## src/rtl/bcd_divider_if.sv

```systemverilog
// rtl/bcd_divider_if.sv - request/result bundle for bcd_divider (optional BCD_DIV_BIN_OUT_EN adds quotient_bin)
interface bcd_divider_if;
    logic       start;
    logic [7:0] dividend;
    logic [3:0] divisor;
    logic [7:0] quotient;
    logic [3:0] remainder;
    logic       busy;
    logic       done;
    logic       err;
`ifdef BCD_DIV_BIN_OUT_EN
    logic [6:0] quotient_bin;
`endif

    // Requester side: drives the operands, observes the result
    modport master (
        output start, dividend, divisor,
        input  quotient, remainder, busy, done, err
`ifdef BCD_DIV_BIN_OUT_EN
        , input quotient_bin
`endif
    );

    // Divider side: samples the operands, drives the result
    modport slave (
        input  start, dividend, divisor,
        output quotient, remainder, busy, done, err
`ifdef BCD_DIV_BIN_OUT_EN
        , output quotient_bin
`endif
    );
endinterface

```

## src/rtl/bcd_divider.sv

```systemverilog
// rtl/bcd_divider.sv - 2-digit by 1-digit BCD divider by repeated subtraction (optional BCD_DIV_BIN_OUT_EN binary quotient)
module bcd_divider (
    input  logic          clk,
    input  logic          rst_n,
    bcd_divider_if.slave  bus
);

    typedef enum logic [1:0] {
        S_IDLE  = 2'd0,
        S_CHECK = 2'd1,
        S_SUB   = 2'd2,
        S_DONE  = 2'd3
    } state_t;

    state_t     r_state;
    state_t     w_next;

    logic [7:0] r_dividend;
    logic [3:0] r_divisor;
    logic [6:0] r_work;
    logic [7:0] r_quot;
    logic [3:0] r_rem;
    logic       r_err;
`ifdef BCD_DIV_BIN_OUT_EN
    logic [6:0] r_qbin;
`endif

    logic       w_busy;
    logic       w_done;
    logic       w_dvd_bad;
    logic       w_dvs_bad;
    logic       w_any_bad;
    logic       w_ge;
    logic [6:0] w_tens7;
    logic [6:0] w_work_init;
    logic [7:0] w_quot_inc;

    // Operand validity: any nibble above 9 is not BCD; divisor 0 is undefined
    assign w_dvd_bad = (r_dividend[7:4] > 4'd9) || (r_dividend[3:0] > 4'd9);
    assign w_dvs_bad = (r_divisor > 4'd9) || (r_divisor == 4'd0);
    assign w_any_bad = w_dvd_bad || w_dvs_bad;

    // tens*10 + units built from shifts so no multiplier is needed
    assign w_tens7     = {3'b000, r_dividend[7:4]};
    assign w_work_init = (w_tens7 << 3) + (w_tens7 << 1) + {3'b000, r_dividend[3:0]};

    assign w_ge = (r_work >= {3'b000, r_divisor});

    // Decimal increment of the quotient; saturates at 99 although valid operands never reach past it
    always_comb begin
        w_quot_inc = r_quot;
        if (r_quot != 8'h99) begin
            if (r_quot[3:0] == 4'd9) begin
                w_quot_inc = {r_quot[7:4] + 4'd1, 4'd0};
            end else begin
                w_quot_inc = {r_quot[7:4], r_quot[3:0] + 4'd1};
            end
        end
    end

    // State register; reset aborts any operation in flight
    always_ff @(posedge clk or negedge rst_n) begin
        if (!rst_n) begin
            r_state <= S_IDLE;
        end else begin
            r_state <= w_next;
        end
    end

    // Next-state and Moore status outputs
    always_comb begin
        w_next = r_state;
        w_busy = 1'b0;
        w_done = 1'b0;
        case (r_state)
            S_IDLE: begin
                if (bus.start) begin
                    w_next = S_CHECK;
                end
            end
            S_CHECK: begin
                w_busy = 1'b1;
                w_next = w_any_bad ? S_DONE : S_SUB;
            end
            S_SUB: begin
                w_busy = 1'b1;
                if (!w_ge) begin
                    w_next = S_DONE;
                end
            end
            S_DONE: begin
                w_done = 1'b1;
                w_next = S_IDLE;
            end
            default: begin
                w_next = S_IDLE;
            end
        endcase
    end

    // Datapath: operand latch, validity check, subtract/count loop, result hold
    always_ff @(posedge clk or negedge rst_n) begin
        if (!rst_n) begin
            r_dividend <= 8'h00;
            r_divisor  <= 4'h0;
            r_work     <= 7'd0;
            r_quot     <= 8'h00;
            r_rem      <= 4'h0;
            r_err      <= 1'b0;
`ifdef BCD_DIV_BIN_OUT_EN
            r_qbin     <= 7'd0;
`endif
        end else begin
            case (r_state)
                S_IDLE: begin
                    if (bus.start) begin
                        r_dividend <= bus.dividend;
                        r_divisor  <= bus.divisor;
                        r_quot     <= 8'h00;
                        r_err      <= 1'b0;
`ifdef BCD_DIV_BIN_OUT_EN
                        r_qbin     <= 7'd0;
`endif
                    end
                end
                S_CHECK: begin
                    if (w_any_bad) begin
                        r_quot <= {(w_dvd_bad ? 4'hF : 4'h0), (w_dvs_bad ? 4'hF : 4'h0)};
                        r_rem  <= 4'hF;
                        r_err  <= 1'b1;
`ifdef BCD_DIV_BIN_OUT_EN
                        r_qbin <= 7'h7F;
`endif
                    end else begin
                        r_work <= w_work_init;
                    end
                end
                S_SUB: begin
                    if (w_ge) begin
                        r_work <= r_work - {3'b000, r_divisor};
                        r_quot <= w_quot_inc;
`ifdef BCD_DIV_BIN_OUT_EN
                        r_qbin <= r_qbin + 7'd1;
`endif
                    end else begin
                        // Working remainder is below the divisor, so it fits one BCD digit
                        r_rem <= r_work[3:0];
                    end
                end
                default: begin
                end
            endcase
        end
    end

    assign bus.quotient  = r_quot;
    assign bus.remainder = r_rem;
    assign bus.err       = r_err;
    assign bus.busy      = w_busy;
    assign bus.done      = w_done;
`ifdef BCD_DIV_BIN_OUT_EN
    assign bus.quotient_bin = r_qbin;
`endif

endmodule

```

## src/flat_wrapper.sv

```systemverilog
// flat-port wrapper written by rule: the top's interface ports become plain ports
module bcd_divider_flat 
  (clk, rst_n, bus_start, bus_dividend, bus_divisor, bus_quotient, bus_remainder, bus_busy, bus_done, bus_err);
  bcd_divider_if bus_i ();
  input  logic clk;
  input  logic rst_n;
  input wire logic [$bits(bus_i.start)-1:0] bus_start;
  input wire logic [$bits(bus_i.dividend)-1:0] bus_dividend;
  input wire logic [$bits(bus_i.divisor)-1:0] bus_divisor;
  output wire logic [$bits(bus_i.quotient)-1:0] bus_quotient;
  output wire logic [$bits(bus_i.remainder)-1:0] bus_remainder;
  output wire logic [$bits(bus_i.busy)-1:0] bus_busy;
  output wire logic [$bits(bus_i.done)-1:0] bus_done;
  output wire logic [$bits(bus_i.err)-1:0] bus_err;
  assign bus_i.start = bus_start;
  assign bus_i.dividend = bus_dividend;
  assign bus_i.divisor = bus_divisor;
  assign bus_quotient = bus_i.quotient;
  assign bus_remainder = bus_i.remainder;
  assign bus_busy = bus_i.busy;
  assign bus_done = bus_i.done;
  assign bus_err = bus_i.err;
  bcd_divider u_core (.clk(clk), .rst_n(rst_n), .bus(bus_i));
endmodule
```

## config.mk

```make
export PLATFORM = sky130hd
export DESIGN_NAME = bcd_divider_flat
export DESIGN_NICKNAME = d
export VERILOG_FILES = /design/src/rtl/bcd_divider_if.sv /design/src/rtl/bcd_divider.sv /design/src/flat_wrapper.sv
export SDC_FILE = /design/constraint.sdc
export NUM_CORES = 1
export LEC_CHECK = 0
export CORE_ASPECT_RATIO = 1.1
export CORE_UTILIZATION = 50
export CTS_CLUSTER_SIZE = 12
export DETAILED_ROUTE_END_ITERATION = 7
export PLACE_DENSITY = 0.83
export SYNTH_ARGS = -nofsm -noshare
export SYNTH_HDL_FRONTEND = slang
export SYNTH_SLANG_ARGS = --single-unit
```

## constraint.sdc

```tcl
create_clock -name clk -period 2.6 [get_ports clk]
set_clock_uncertainty 0.05 [all_clocks]
set_input_delay 0.52 -clock clk [delete_from_list [all_inputs] [get_ports clk]]
set_output_delay 0.52 -clock clk [all_outputs]
set_load 0.05 [all_outputs]
```

# Word level (Yosys, flattened, before mapping)
# Index checks and enable logic that the tools add are counted.
# word_totals
register_bits	34
elab_cells	68
in_bits	15
output_inout_bits	15
# op_classes
muxes	23
n_addsub	5
eq_ne	12
n_reduce_logical	16
n_lt_le_gt_ge	4
# op_table
cell	count
8-bit 2-to-1 mux	5
8-bit case mux with 3 select lines	1
4-bit 2-to-1 mux	4
7-bit 2-to-1 mux	2
7-bit case mux with 2 select lines	1
4-bit greater-than comparator (second input constant)	3
3-bit AND reduction	3
4-bit by 1-bit adder with 4-bit output (second input constant)	2
2-bit by 1-bit != test with 1-bit output (second input constant)	4
8-bit != test (second input constant)	1
2-bit case mux with 4 select lines	1
4-bit case mux with 2 select lines	1
7-bit by 4-bit adder with 7-bit output	1
7-bit by 5-bit adder with 7-bit output	1
7-bit by 4-bit >= comparator with 1-bit output	1
7-bit by 4-bit subtractor with 7-bit output	1
2-bit != test (second input constant)	3
6-bit AND reduction	1
1-bit 2-to-1 mux	5
5-bit AND reduction	1
2-bit equality test (second input constant)	2
4-bit equality test (second input constant)	1
4-bit zero test	1
2-bit 2-to-1 mux	2
8 further kinds	12

# Logic depth before layout (Yosys ltp)
# depth
depth_word	5
ltp_mapped	9
ltp_nobuf	9

# Least setup slack after synthesis
# No wires, ideal clock.
# synth_path
kind	register to register
startpoint	register u_core.r_dividend[3]
endpoint	register u_core.r_work[5]
stages_incl_launch_ff	10
t_required_ns	2.430
slack_ns	0.346
setup_ns	0.120
period_less_slack_ns	2.254
path_buffers	0
t_arrival_ns	2.084
path_cell_list	dfrtp_1 > inv_1 > fa_1 > inv_1 > ha_1 > a21o_1 > a21oi_1 > xnor2_1 > or3_1 > o211a_1
# synth_via
elab_chain_cells	5
word_cells_on_any_way	8
cone_classes	1 x add/sub; 1 x order compare; 1 x eq/ne; 2 x mux; 3 x reduce/logical
# synth_lines
element	line_no	text
from (decl)	bcd_divider.sv:18	logic [7:0] r_dividend;
from (signal assigned)	bcd_divider.sv:117	r_dividend <= bus.dividend;
parallel branches: the longest is 5 deep, another holds 7-bit by 4-bit adder with 7-bit output	-	
to (signal assigned)	bcd_divider.sv:135	r_work <= w_work_init;
to (signal assigned)	bcd_divider.sv:140	r_work <= r_work - {3'b000, r_divisor};
to (decl)	bcd_divider.sv:20	logic [6:0] r_work;
# Several ways; the timed one is not identified. The select of a mux whose other input is x is not followed.
# A chain may end at the register's enable or synchronous reset.

# Final worst setup path
# Ends and elaborated chain as after synthesis.

==> run_results.csv <==
group,metric,value,unit
logic_synthesis,syn_area_per_cell,9.843,um^2
cts,root_buffer,"clkbuf_8",
cts,clock-sinks,34,
grt,grt_pass1_wl,8.183,mm
logic_synthesis,synth_seq_cells,34,
worst_hold_path,hold_path_class,"reg -> reg",
cts,hold_buffers,0,
logic_synthesis,synth_warnings,0,
logic_synthesis,async_flop_share,1.000,
logic_synthesis,synth-xor-area-share,0.03055,
critical_path,reg2reg_to,"u_core.r_work[5]",
logic_synthesis,synthCells,233,
cells_and_area,fin_nets,306,
grt,grtUsageTotal,0.2249,
critical_path,worst_path_dominant_cell_family,"adder cells",
critical_path,rr_startpoint,"u_core.r_dividend[3]",
sta,timing.final.crit_share,0.9068,
die,start_util,0.5275,
die,dieHeight,73.03,um
critical_path,cp_cell_sequence,"inv_1, fa_1, inv_1, ha_1, a21o_1, a21oi_1, xnor2_1, or3_1, o211a_1",
cts,clockBufferDepth,2,
sta,worst_slew_pin_slew,0.5009,ns
place,dp_hpwl,3.518,mm
routing,drc_errors,0,
logic_synthesis,synth_area,2293,um^2
critical_path,crit_end,"u_core.r_work[5]",
cts,insertion_delay,0.29,ns
place,place_congestion,0.8456,
logic_synthesis,synthSimpleGateAreaFrac,0.1533,
routing,drt_iter0_drc,71,
die,rows,25,
grt,grt_start_max_net_pins,35,
routing,viasPerCell,5.808,
cts,htree_levels,2,
grt,grt_pass1_vias,1830,
critical_path,endpoint_kind,"flip-flop",
place,portBuffers,29,
logic_synthesis,synth_compound_area_frac,0.1506,
cells_and_area,drive_gt1_frac,0.1190,
logic_synthesis,yosys.area_share.adder,0.1353,
cts,cts_resized,0,
critical_path,worstPathRequired,2.73,ns
die,coreArea,4348,um^2
critical_path,cp-start-kind,"flip-flop",
routing,wirelength,4.658,mm
logic_synthesis,synth-main-ff-cell,"dfrtp_1",
logic_synthesis,synth_area_leaders,"dfrtp_1 37%, ha_1 11%, mux2_2 6.4%",
die,dieWidth,66.58,um
routing,ant_nets,0,
routing,wire_per_inst,14.42,um
sta,fin_crit,2.358,ns
critical_path,critical_path_depth,9,
sta,setup_viol,0,
critical_path,reg2reg_slack,0.24,ns
outcome,status,"finished, final reports clean",
critical_path,worst_path_largest_cell_delay,0.59,ns
critical_path,critPathSlowestCell,"fa_1",
cts,tritoncts,"yes",
sta,final.setup.tns,0,ns
run,drv_cap,0,
routing,num_vias,1876,
logic_synthesis,synth_top_family_by_area,"simple AND/OR/NAND/NOR gates",
cells_and_area,area_delta_synth_final,20.73,%
cts,clk_pin_slew,0.07,ns
logic_synthesis,synth_top_area_share,0.3710,
sta,rsz0062_at_grt,"false",
cts,numCtsBuffers,5,
critical_path,arrival,2.49,ns
critical_path,startpoint,"u_core.r_dividend[3]",
grt,grt_overflow,0,
critical_path,r2r_cells,9,
cells_and_area,final_common_cell,"dfrtp_1",
grt,antenna_found_initial,0,
sta,hold_violations,0,
critical_path,crit_top_cell,"inv_1",
logic_synthesis,synth_area_leader_cell,"dfrtp_1",
logic_synthesis,mappedNetlistNets,271,
logic_synthesis,synth_edf_count,0,
sta,slew-limit-headroom,0.6650,
cts,cts_setup_buffers,0,
routing,dr.pass1.iters,4,
critical_path,path_class,"reg -> reg",
cells_and_area,diodes,0,
cells_and_area,layout_common_cells,"34 x dfrtp_1, 28 x clkdlybuf4s50_1, 25 x inv_1, 20 x ha_1, 16 x nand2_1",
sta,final-max-slew-violation-count,0,
critical_path,cp_max_fo,3,
die,die_area,4862,um^2
logic_synthesis,yosys-mux-area-fraction,0.1031,
critical_path,critPathBufInv,2,
die,ios,30,
logic_synthesis,yosysUniqueCellTypes,48,
sta,fmax,0.4242,GHz
logic_synthesis,seq_area_frac_synth,0.3710,
## registers in the layout (all words and copies together) (netlist names)
signal and count:
u_core.bus.remainder 4, u_core.r_dividend 8, u_core.bus.err 1, u_core.r_state 2, u_core.bus.quotient 8, u_core.r_divisor 4, u_core.r_work 7
## worst register-to-register path, delay by kind of cell, from the launching register on
kind,cells,cell delay (ns)
compound gates,3,0.48
xor+xnor,1,0.07
fa+ha+maj,2,0.88
buf+inv,2,0.12
flops,1,0.36
simple gates,1,0.30
## cell type report
cell class / instances / area [um^2]
tap: 54 / 67.56
inverter: 25 / 93.84
timing repair buffer: 35 / 332.8
fill: 351 / 1579
clock buffer: 8 / 110.1
sequential: 34 / 850.8
multi-input combinational: 167 / 1314
## worst min path at each step
| stage | endpoint | startpoint | cells past startpoint |
|---|---|---|---|
| 2_1_floorplan | u_core.bus.err | rst_n | 0 |
| 3_3_place_gp | u_core.r_work[0] | u_core.r_work[0] | 1 |
| 3_5_place_dp | u_core.r_work[0] | u_core.r_work[0] | 1 |
| 4_1_cts | u_core.r_work[0] | u_core.r_work[0] | 1 |
| 5_1_grt | u_core.r_dividend[3] | u_core.r_dividend[3] | 1 |
| 6_report | u_core.r_work[0] | u_core.r_work[0] | 1 |
## kinds of logic (layout without fill, tap and decap cells)
family,Yosys count,in the layout
adder cells (fa/ha/maj),23,23
AND/OR/NAND/NOR,63,63
multiplexers,22,22
buffers and inverters,32,68
XOR/XNOR,8,8
AO/OA/AOI/OAI,51,51
flip-flops,34,34
## Yosys cell counts, types with 5 or more instances
library cell and n:
nand3_1 8, a21oi_1 7, xnor2_1 7, mux2_2 13, nor2b_1 5, inv_1 25, o21ai_0 14, dfrtp_1 34
nand2_1 16, ha_1 20, mux2i_1 9, nor2_1 12
## per-stage QoR
step           hold WS [ns]  instance area, um^2  cells  setup slack (ns)    util
2_1_floorplan        0.1744                 2293    233            0.3457       -
3_3_place_gp         0.4397                 2659    315            0.2930  0.6115
3_5_place_dp         0.4563                 2659    315            0.2487  0.6115
4_1_cts              0.4634                 2769    323            0.2362  0.6368
5_1_grt              0.5048                 2769    323           0.05446  0.6368
6_report             0.4663                 2769    323            0.2424  0.6368
## per-layer routing
layer / vias up / GRT usage / wire, um
met5: - / 0 / 0
met4: 0 / 0.1111 / 108
met3: 11 / 0.06406 / 181
met2: 46 / 0.3558 / 2300
met1: 922 / 0.2789 / 2067
li1: 897 / - / -
Power is left out: the tool's default activity adds up to more than one toggle a clock period on the data nets, which glitch-free logic cannot reach.
